### config.mk
export PLATFORM = sky130hd
export DESIGN_NAME = cn_driver
export DESIGN_NICKNAME = d
export VERILOG_FILES = /design/src/rtl/cn_driver.sv
export SDC_FILE = /design/constraint.sdc
export NUM_CORES = 1
export LEC_CHECK = 0
export CAP_MARGIN = 20
export CORE_MARGIN = 2
export CORE_UTILIZATION = 56
export CTS_CLUSTER_SIZE = 25
export DETAILED_ROUTE_END_ITERATION = 6
export GPL_TIMING_DRIVEN = 0
export PLACE_DENSITY = 0.82
export SLEW_MARGIN = 10
export SYNTH_ARGS = -nofsm -noshare
export SYNTH_HDL_FRONTEND = slang
export SYNTH_SLANG_ARGS = --single-unit
### constraint.sdc
create_clock -name clk -period 6.05 [get_ports clk]
set_clock_uncertainty 0.2 [all_clocks]
set_input_delay 1.21 -clock clk [delete_from_list [all_inputs] [get_ports clk]]
set_output_delay 1.21 -clock clk [all_outputs]
set_load 0.02 [all_outputs]
### src/rtl/cn_driver.sv
// Excitation generator for a CN flip-flop: target bits are queued in a small
// FIFO and turned into c/n pulses. The optional q checker is enabled by CN_DRV_CHECK_EN.
module cn_driver #(
    parameter int DEPTH = 4,
    parameter int CNT_W = 8
) (
    input  logic             clk,
    input  logic             reset,
    input  logic             tgt_valid,
    input  logic             tgt_bit,
    output logic             tgt_ready,
    input  logic             step,
    output logic             c,
    output logic             n,
    input  logic             q_fb,
    output logic             busy,
    output logic             err,
    output logic [CNT_W-1:0] chg_cnt
);

    localparam int AW = $clog2(DEPTH);
    localparam logic [AW:0] PTR_ONE = 1;
    localparam logic [CNT_W-1:0] CNT_ONE = 1;

    typedef enum logic [1:0] {
        IDLE,
        DRIVE,
        ERROR
    } state_t;

    state_t           state_q, state_d;
    logic [DEPTH-1:0] mem_q;
    logic [AW:0]      wrPtr_q, wrPtr_d;
    logic [AW:0]      rdPtr_q, rdPtr_d;
    logic             cn_q, cn_d;
    logic             modelQ_q, modelQ_d;
    logic [CNT_W-1:0] chgCnt_q, chgCnt_d;

    logic             empty;
    logic             full;
    logic             head;
    logic             inError;
    logic             pushEn;
    logic             popEn;
    logic             toggle;
    logic             lastEntry;
    logic             mismatch;
    logic             checkPending;

    // The extra pointer MSB separates a full FIFO from an empty one.
    assign empty     = (wrPtr_q == rdPtr_q);
    assign full      = (wrPtr_q[AW] != rdPtr_q[AW]) &&
                       (wrPtr_q[AW-1:0] == rdPtr_q[AW-1:0]);
    assign head      = mem_q[rdPtr_q[AW-1:0]];
    assign inError   = (state_q == ERROR);
    assign tgt_ready = !full && !inError;
    assign pushEn    = tgt_valid && tgt_ready;
    assign popEn     = step && !empty && !inError;
    assign toggle    = head ^ modelQ_q;
    assign lastEntry = ((wrPtr_q - rdPtr_q) == PTR_ONE);

    assign c       = cn_q;
    assign n       = cn_q;
    assign chg_cnt = chgCnt_q;
    assign busy    = !empty || checkPending;

    always_comb begin
        wrPtr_d  = wrPtr_q;
        rdPtr_d  = rdPtr_q;
        cn_d     = 1'b0;
        modelQ_d = modelQ_q;
        chgCnt_d = chgCnt_q;

        if (pushEn) begin
            wrPtr_d = wrPtr_q + PTR_ONE;
        end

        if (popEn) begin
            rdPtr_d  = rdPtr_q + PTR_ONE;
            cn_d     = toggle;
            modelQ_d = head;
            if (toggle && (chgCnt_q != {CNT_W{1'b1}})) begin
                chgCnt_d = chgCnt_q + CNT_ONE;
            end
        end
    end

    always_comb begin
        state_d = state_q;
        case (state_q)
            IDLE: begin
                if (pushEn) begin
                    state_d = DRIVE;
                end
            end
            DRIVE: begin
                if (popEn && lastEntry && !pushEn) begin
                    state_d = IDLE;
                end
            end
            ERROR: begin
                state_d = ERROR;
            end
            default: begin
                state_d = IDLE;
            end
        endcase

        if (mismatch) begin
            state_d = ERROR;
        end
    end

    always_ff @(posedge clk) begin
        if (reset) begin
            state_q  <= IDLE;
            wrPtr_q  <= '0;
            rdPtr_q  <= '0;
            cn_q     <= 1'b0;
            modelQ_q <= 1'b0;
            chgCnt_q <= '0;
        end else begin
            state_q  <= state_d;
            wrPtr_q  <= wrPtr_d;
            rdPtr_q  <= rdPtr_d;
            cn_q     <= cn_d;
            modelQ_q <= modelQ_d;
            chgCnt_q <= chgCnt_d;
        end
    end

    // Storage needs no reset: an empty FIFO never exposes stale entries.
    always_ff @(posedge clk) begin
        if (pushEn) begin
            mem_q[wrPtr_q[AW-1:0]] <= tgt_bit;
        end
    end

`ifdef CN_DRV_CHECK_EN
    logic v1_q;
    logic exp1_q;
    logic v2_q;
    logic exp2_q;
    logic err_q;

    // Two stages: one for c/n to reach the flip-flop, one for q to settle.
    always_ff @(posedge clk) begin
        if (reset) begin
            v1_q   <= 1'b0;
            exp1_q <= 1'b0;
            v2_q   <= 1'b0;
            exp2_q <= 1'b0;
            err_q  <= 1'b0;
        end else begin
            v1_q   <= popEn;
            exp1_q <= popEn ? head : exp1_q;
            v2_q   <= v1_q;
            exp2_q <= exp1_q;
            if (mismatch) begin
                err_q <= 1'b1;
            end
        end
    end

    assign mismatch     = v2_q && (q_fb != exp2_q);
    assign checkPending = v1_q || v2_q;
    assign err          = err_q;
`else
    logic unused_qfb;

    assign unused_qfb   = q_fb;
    assign mismatch     = 1'b0;
    assign checkPending = 1'b0;
    assign err          = 1'b0;
`endif

endmodule

==> run metrics, run 1 <==
status=completed; ranking of synthesized cells by area=dfxtp_1, edfxtp_1, ha_1, mux2_1, nor2_1; die width=50.07 um; register area share after synthesis=40.42%; Power Density=254.8 mW/mm^2; Max Cap Viol=0; per-cell routed wire length=14.13 um; Post-Syn Nets=134; clock slew at reported path FFs=0.12 ns; Synth cell types=36; die area=0.002507 mm^2; slew margin rel.=64.11%; CTS buffer count=3; # setup viols final=0; total negative setup slack=0 ns; post-synth top area cell=dfxtp_1; crit share post-route=58.72%; r2r setup slk=3.54 ns; initial antenna violation count=0; first-pass GRT wire length=3.822 mm; clock buffer depth=2; routed via count=921; CTS Hold Buffers Added=0; startpoint types=register; crit end category=primary output; CP required=4.64 ns; peak supply drop=0.0001842 V; syn_area_per_cell=9.989 um^2; vias in the first global route=863; Vias/cell=5.548; initial core utilization=59.97%; row count=16; Clk Latency, worst-skew pair=0.30 ns; fraction of registers with async set/reset=0%; largest net degree at the start of global routing=13; worst slew pin tran=0.5383 ns; Total Power=361.5 uW; Pleak=0.0005705 uW; grt peak-use layer=met2; I/O Pins=19; DRT Wirelength=2.345 mm; met2 global-route usage=34.65%; Critical Path AT=2.14 ns; Antenna diodes=0; Port Buffers=16; Synth top cells by count=dfxtp_1, nor2_1, ha_1; Main synth FF type=dfxtp_1; min Tclk post-route=3.553 ns; TritonRoute pass-1 iters=4; critical-path maximum fanout=5; Post-DP HPWL=1.774 mm; postcts setup bufs=0; # resized after CTS=0; unrepaired setup endpoints after global routing=no; Placer Congestion=0.8049; critical path class=reg -> out; area grow syn2layout=19.37%; drt initial violations=20; total global routing overflow=0; Fmax=0.2815 GHz; Final nets=155; Root Buffer=clkbuf_4; Final Hold Fails=0; most frequent cell after synthesis=dfxtp_1; CTS Sinks=22; All-Layer GR Usage=20.36%; met3 Track Usage GR=3.636%; Post-Syn Area=0.001189 mm^2; core area=0.001982 mm^2; Max Transition Viols Final=0; Remaining DRCs=0; CTS H-tree depth=1; Mapped Cells=119; share of layout cells above drive strength 1=7.194%; yosys warns=0; Routed Antenna Nets=0; flops & latches, synth=22; met1 Track Usage GR=25.68%; Die Span Y=50.07 um; Hold WC Path Type=reg -> reg; EDFF count, synth=4; CTS tree=yes; post-synth top area share=30.32%
## layer usage
| layer | part of all wire, % | wire length [um] |
|---|---|---|
| met4 | 1.3 | 31 |
| met5 | 0 | 0 |
| met2 | 49 | 1154 |
| met1 | 44 | 1041 |
| met3 | 5.0 | 118 |
## final cells by class
type                       count  area [um^2]
clock buffer                   4        36.28
sequential                    22        480.5
fill                         154        563.0
inverter                       6        22.52
tap                           27        33.78
buffer                         5        26.28
timing repair buffer          16        160.2
multi-input combinational     86        659.4
## critical path: stages, from the launching register on
cell and delay [ns]:
dfxtp_1 0.39, inv_1 0.11, ha_1 0.34, nand2_1 0.15, o21a_1 0.21, clkdlybuf4s50_1 0.63
## layout by cell type (no fill, tap or decap), drive strengths merged, types with 2 or more instances in the layout
master | Yosys | layout
nor2 | 15 | 15
o211ai | 2 | 2
buf | 2 | 2
ha | 8 | 8
xor2 | 3 | 3
nor2b | 6 | 6
nand3 | 6 | 6
dfxtp | 18 | 18
edfxtp | 4 | 4
a21oi | 3 | 3
nor4b | 2 | 2
nor3 | 2 | 2
xnor2 | 4 | 4
clkbuf | 3 | 7
nor4 | 3 | 3
inv | 6 | 6
o21ai | 2 | 2
and3 | 4 | 4
nand2b | 3 | 3
nand2 | 3 | 3
mux2i | 3 | 3
clkdlybuf4s50 | 0 | 16
mux2 | 6 | 6
## through the flow
stage / hold slack [ns] / util, % / instance area [um^2] / instances / worst slack (ns)
finish: 0.2602 / 71.59 / 1419 / 166 / 2.497
global route: 0.2785 / 71.59 / 1419 / 166 / 2.380
CTS: 0.2682 / 71.59 / 1419 / 166 / 2.494
detailed placement: 0.2498 / 69.76 / 1383 / 162 / 2.818
global placement: 0.2107 / 69.76 / 1383 / 162 / 2.852
floorplan: 0.2007 / - / 1189 / 119 / 3.495
## flip-flops by register name, indices dropped and copies added (netlist names)
signal	count
c	1
mem_q	4
rdPtr_q	3
modelQ_q	1
state_q	2
chg_cnt	8
wrPtr_q	3
## cell families (layout without fill, tap and decap cells)
family                   Yosys count  count (layout)  synth area share (%)
AND/OR/NAND/NOR                   47              47                 21.05
buffers and inverters             11              31                 4.105
AO/OA/AOI/OAI                     12              12                 7.159
adder cells (fa/ha/maj)            9               9                 10.11
XOR/XNOR                           7               7                 6.738
flip-flops                        22              22                 40.42
other                              1               1                0.3155
multiplexers                      10              10                 10.10
## path summary, 6_finish.rpt
kind                   start    endpoint  cells past startpoint
setup / recovery  wrPtr_q[0]   tgt_ready                      5
hold / removal    state_q[1]  state_q[0]                      1
setup reg to reg  wrPtr_q[0]  chg_cnt[6]                      7
hold reg to reg   state_q[1]  state_q[0]                      1
## where the power goes
part | switching, uW | internal (uW)
registers | 11.7 | 159
clock network | 44.5 | 36.7
logic | 60.0 | 49.5
total | 116 | 245
No activity file was read; power rests on OpenSTA's default activity.
==> run 2, diff against run 1 <==
- CORE_UTILIZATION: 56 -> 52
- PLACE_DENSITY: 0.82 -> 0.77
- clock period: 6.05 -> 3.45 ns (I/O delays scaled with it)
==> run 2 against run 1 <==
Against the previous run: via count shrank 2.0%; final cell count increased by 0.60%; worst hold slack got worse by 0.018 ns; die area is 7.1% higher; sequential share of layout area grew 0.21 points; sequential power grew 74%; non-clock buffer count unchanged; critical endpoint unchanged.
==> run metrics, run 2 (synthesis results as in run 1) <==
status=completed; peak supply drop=0.0002732 V (+48%); Antenna diodes=0 (unchanged); r2r setup slk=0.92 ns (-2.62 ns); CP max-delay cell=clkdlybuf4s50_1; Clk Latency, worst-skew pair=0.31 ns (about the same); clock slew at reported path FFs=0.12 ns (about the same); crit end category=primary output; core area=0.002191 mm^2 (+11%); share of layout cells above drive strength 1=6.475% (-0.72 points); Routed Antenna Nets=0 (unchanged); Fmax=0.3255 GHz; first-pass GRT wire length=3.381 mm (-12%); area grow syn2layout=18.63%; CTS Sinks=22 (unchanged); family with the most delay on the worst path=buffers and inverters; Seq pwr share=49.2% (+1.9 points); commonest cells after routing, fill and taps aside=dfxtp_1, clkdlybuf4s50_1, nor2_1, ha_1; CTS buffer count=3 (unchanged); Die Span Y=51.81 um (+3.5%); unrepaired setup endpoints after global routing=no; total negative setup slack=0 ns (unchanged); Vias/cell=5.407 (-2.5%); Placer Congestion=0.8015 (-0.42%); critical-path maximum fanout=5 (unchanged); DRT Wirelength=2.073 mm (-12%); Int Power=410.3 uW (+67%); max FFs per register=8 (unchanged); worst r2r dst=chg_cnt[6]; final hold slack=0.2421 ns (-0.01815 ns); Switch Pwr=196.0 uW (+69%); R2R depth=7 (unchanged); initial core utilization=54.25% (-5.7 points); Critical Path AT=2.18 ns (+0.04 ns); Final nets=155 (unchanged); Remaining DRCs=0 (unchanged); per-cell routed wire length=12.41 um (-12%); Max Transition Viols Final=0 (unchanged); Hold WC Path Type=reg -> reg; die area=0.002684 mm^2 (+7.1%); CTS Hold Buffers Added=0 (unchanged); WHS Endpoint=state_q[0]; crit share post-route=89.06%; Pleak=0.0005644 uW (-1.1%); HP Start=state_q[1]; CTS H-tree depth=1 (unchanged); most common cell after layout, fill and taps aside=dfxtp_1; Final Hold Fails=0 (unchanged); total global routing overflow=0 (unchanged); Switching Fraction=32.32% (+0.19 points); All-Layer GR Usage=17.36% (-3.0 points); I/O Pins=19 (unchanged); Port Buffers=16 (unchanged); vias in the first global route=805 (-6.7%); Post-DP HPWL=1.591 mm (-10%); critical path's largest stage delay=0.64 ns (about the same); row count=17 (+1); die width=51.81 um (+3.5%); min Tclk post-route=3.073 ns; Max Cap Viol=0 (unchanged); postcts setup bufs=0 (unchanged); initial antenna violation count=0 (unchanged); CTS tree=yes; CP required=2.56 ns (-2.08 ns); TritonRoute pass-1 iters=4 (unchanged); Clock power frac=20.0% (-2.5 points); RR Startpoint=wrPtr_q[0]; startpoint types=register; Power Density=429.9 mW/mm^2 (+69%); WHS Path Cells=1 (unchanged); critical path class=reg -> out; crit-path cells=inv_1, ha_1, nand2_1, o21a_1, clkdlybuf4s50_1; Comb power frac=30.8% (+0.5 points); # setup viols final=0 (unchanged); largest net degree at the start of global routing=13 (unchanged); routed via count=903 (-2.0%); # resized after CTS=0 (unchanged); Buffers & Inverters on Critical Path=2 (unchanged); drt initial violations=17 (-15%); clock buffer depth=2 (unchanged); Root Buffer=clkbuf_4
-- run 2: cell counts in the layout (fill, tap and decap cells not counted) --
Identical to the previous run, type by type.
-- run 2: per-layer routing --
metal	track usage [%]	vias to the layer above	routed length (um)
met2	30.98	23	1028
met3	2.586	5	68
met5	0	-	0
met1	19.67	420	932
met4	9.649	0	43
li1	-	455	-
-- run 2: area by class of cell --
cell class	instances	area (um^2)
plain buffers	5	26.28
clock buffers	4	26.28
fillers	194	780.7
inverters	6	22.52
multi-input cells	86	659.4
flip-flops and latches	22	480.5
well taps	28	35.03
repair buffers	16	160.2
-- run 2: worst max-delay path by stage --
stage	from	to	slack [ns]	cells past startpoint
2_1_floorplan	wrPtr_q[0]	chg_cnt[6]	1.26	7
4_1_cts	wrPtr_q[0]	tgt_ready	0.39	5
6_report	wrPtr_q[0]	tgt_ready	0.38	5
3_3_place_gp	step	chg_cnt[6]	0.78	5
5_1_grt	wrPtr_q[0]	tgt_ready	0.27	5
3_5_place_dp	step	chg_cnt[6]	0.72	5
-- run 2: through the flow --
step	util [%]	std cells	power [uW]	worst slack, ns	area (um^2)
after floorplan	-	119	437.4	1.260	1189
after global placement	63.16	163	487.4	0.7761	1384
after detailed placement	63.16	163	491.8	0.7247	1384
after CTS	64.36	167	610.3	0.3903	1410
after global routing	64.36	167	646.5	0.2664	1410
final	64.36	167	606.2	0.3773	1410
-- run 2: power groups by stage --
stage	Clock (uW)	Sequential (uW)	Combinational, uW
after CTS	123	299	188
final	121	298	187
after global placement	0	303	184
after detailed placement	0	304	187
after floorplan	0	306	131
after global routing	138	302	206
-- run 2: worst reg2reg max path, delay by kind of cell, from the launching register on --
family / cells / cell delay, ns
adders and majority gates: 1 / 0.35
buffers and inverters: 2 / 0.41
and+or+nand+nor: 2 / 0.55
muxes: 1 / 0.36
AOI/OAI and AO/OA: 1 / 0.17
DFF: 1 / 0.39
==> run 3, diff against run 2 <==
- ABC_AREA: default -> 0
- SKIP_LAST_GASP: default -> 1
==> results of run 3 <==
Same layout as run 2: the final DEF is identical, and so are final timing and power.
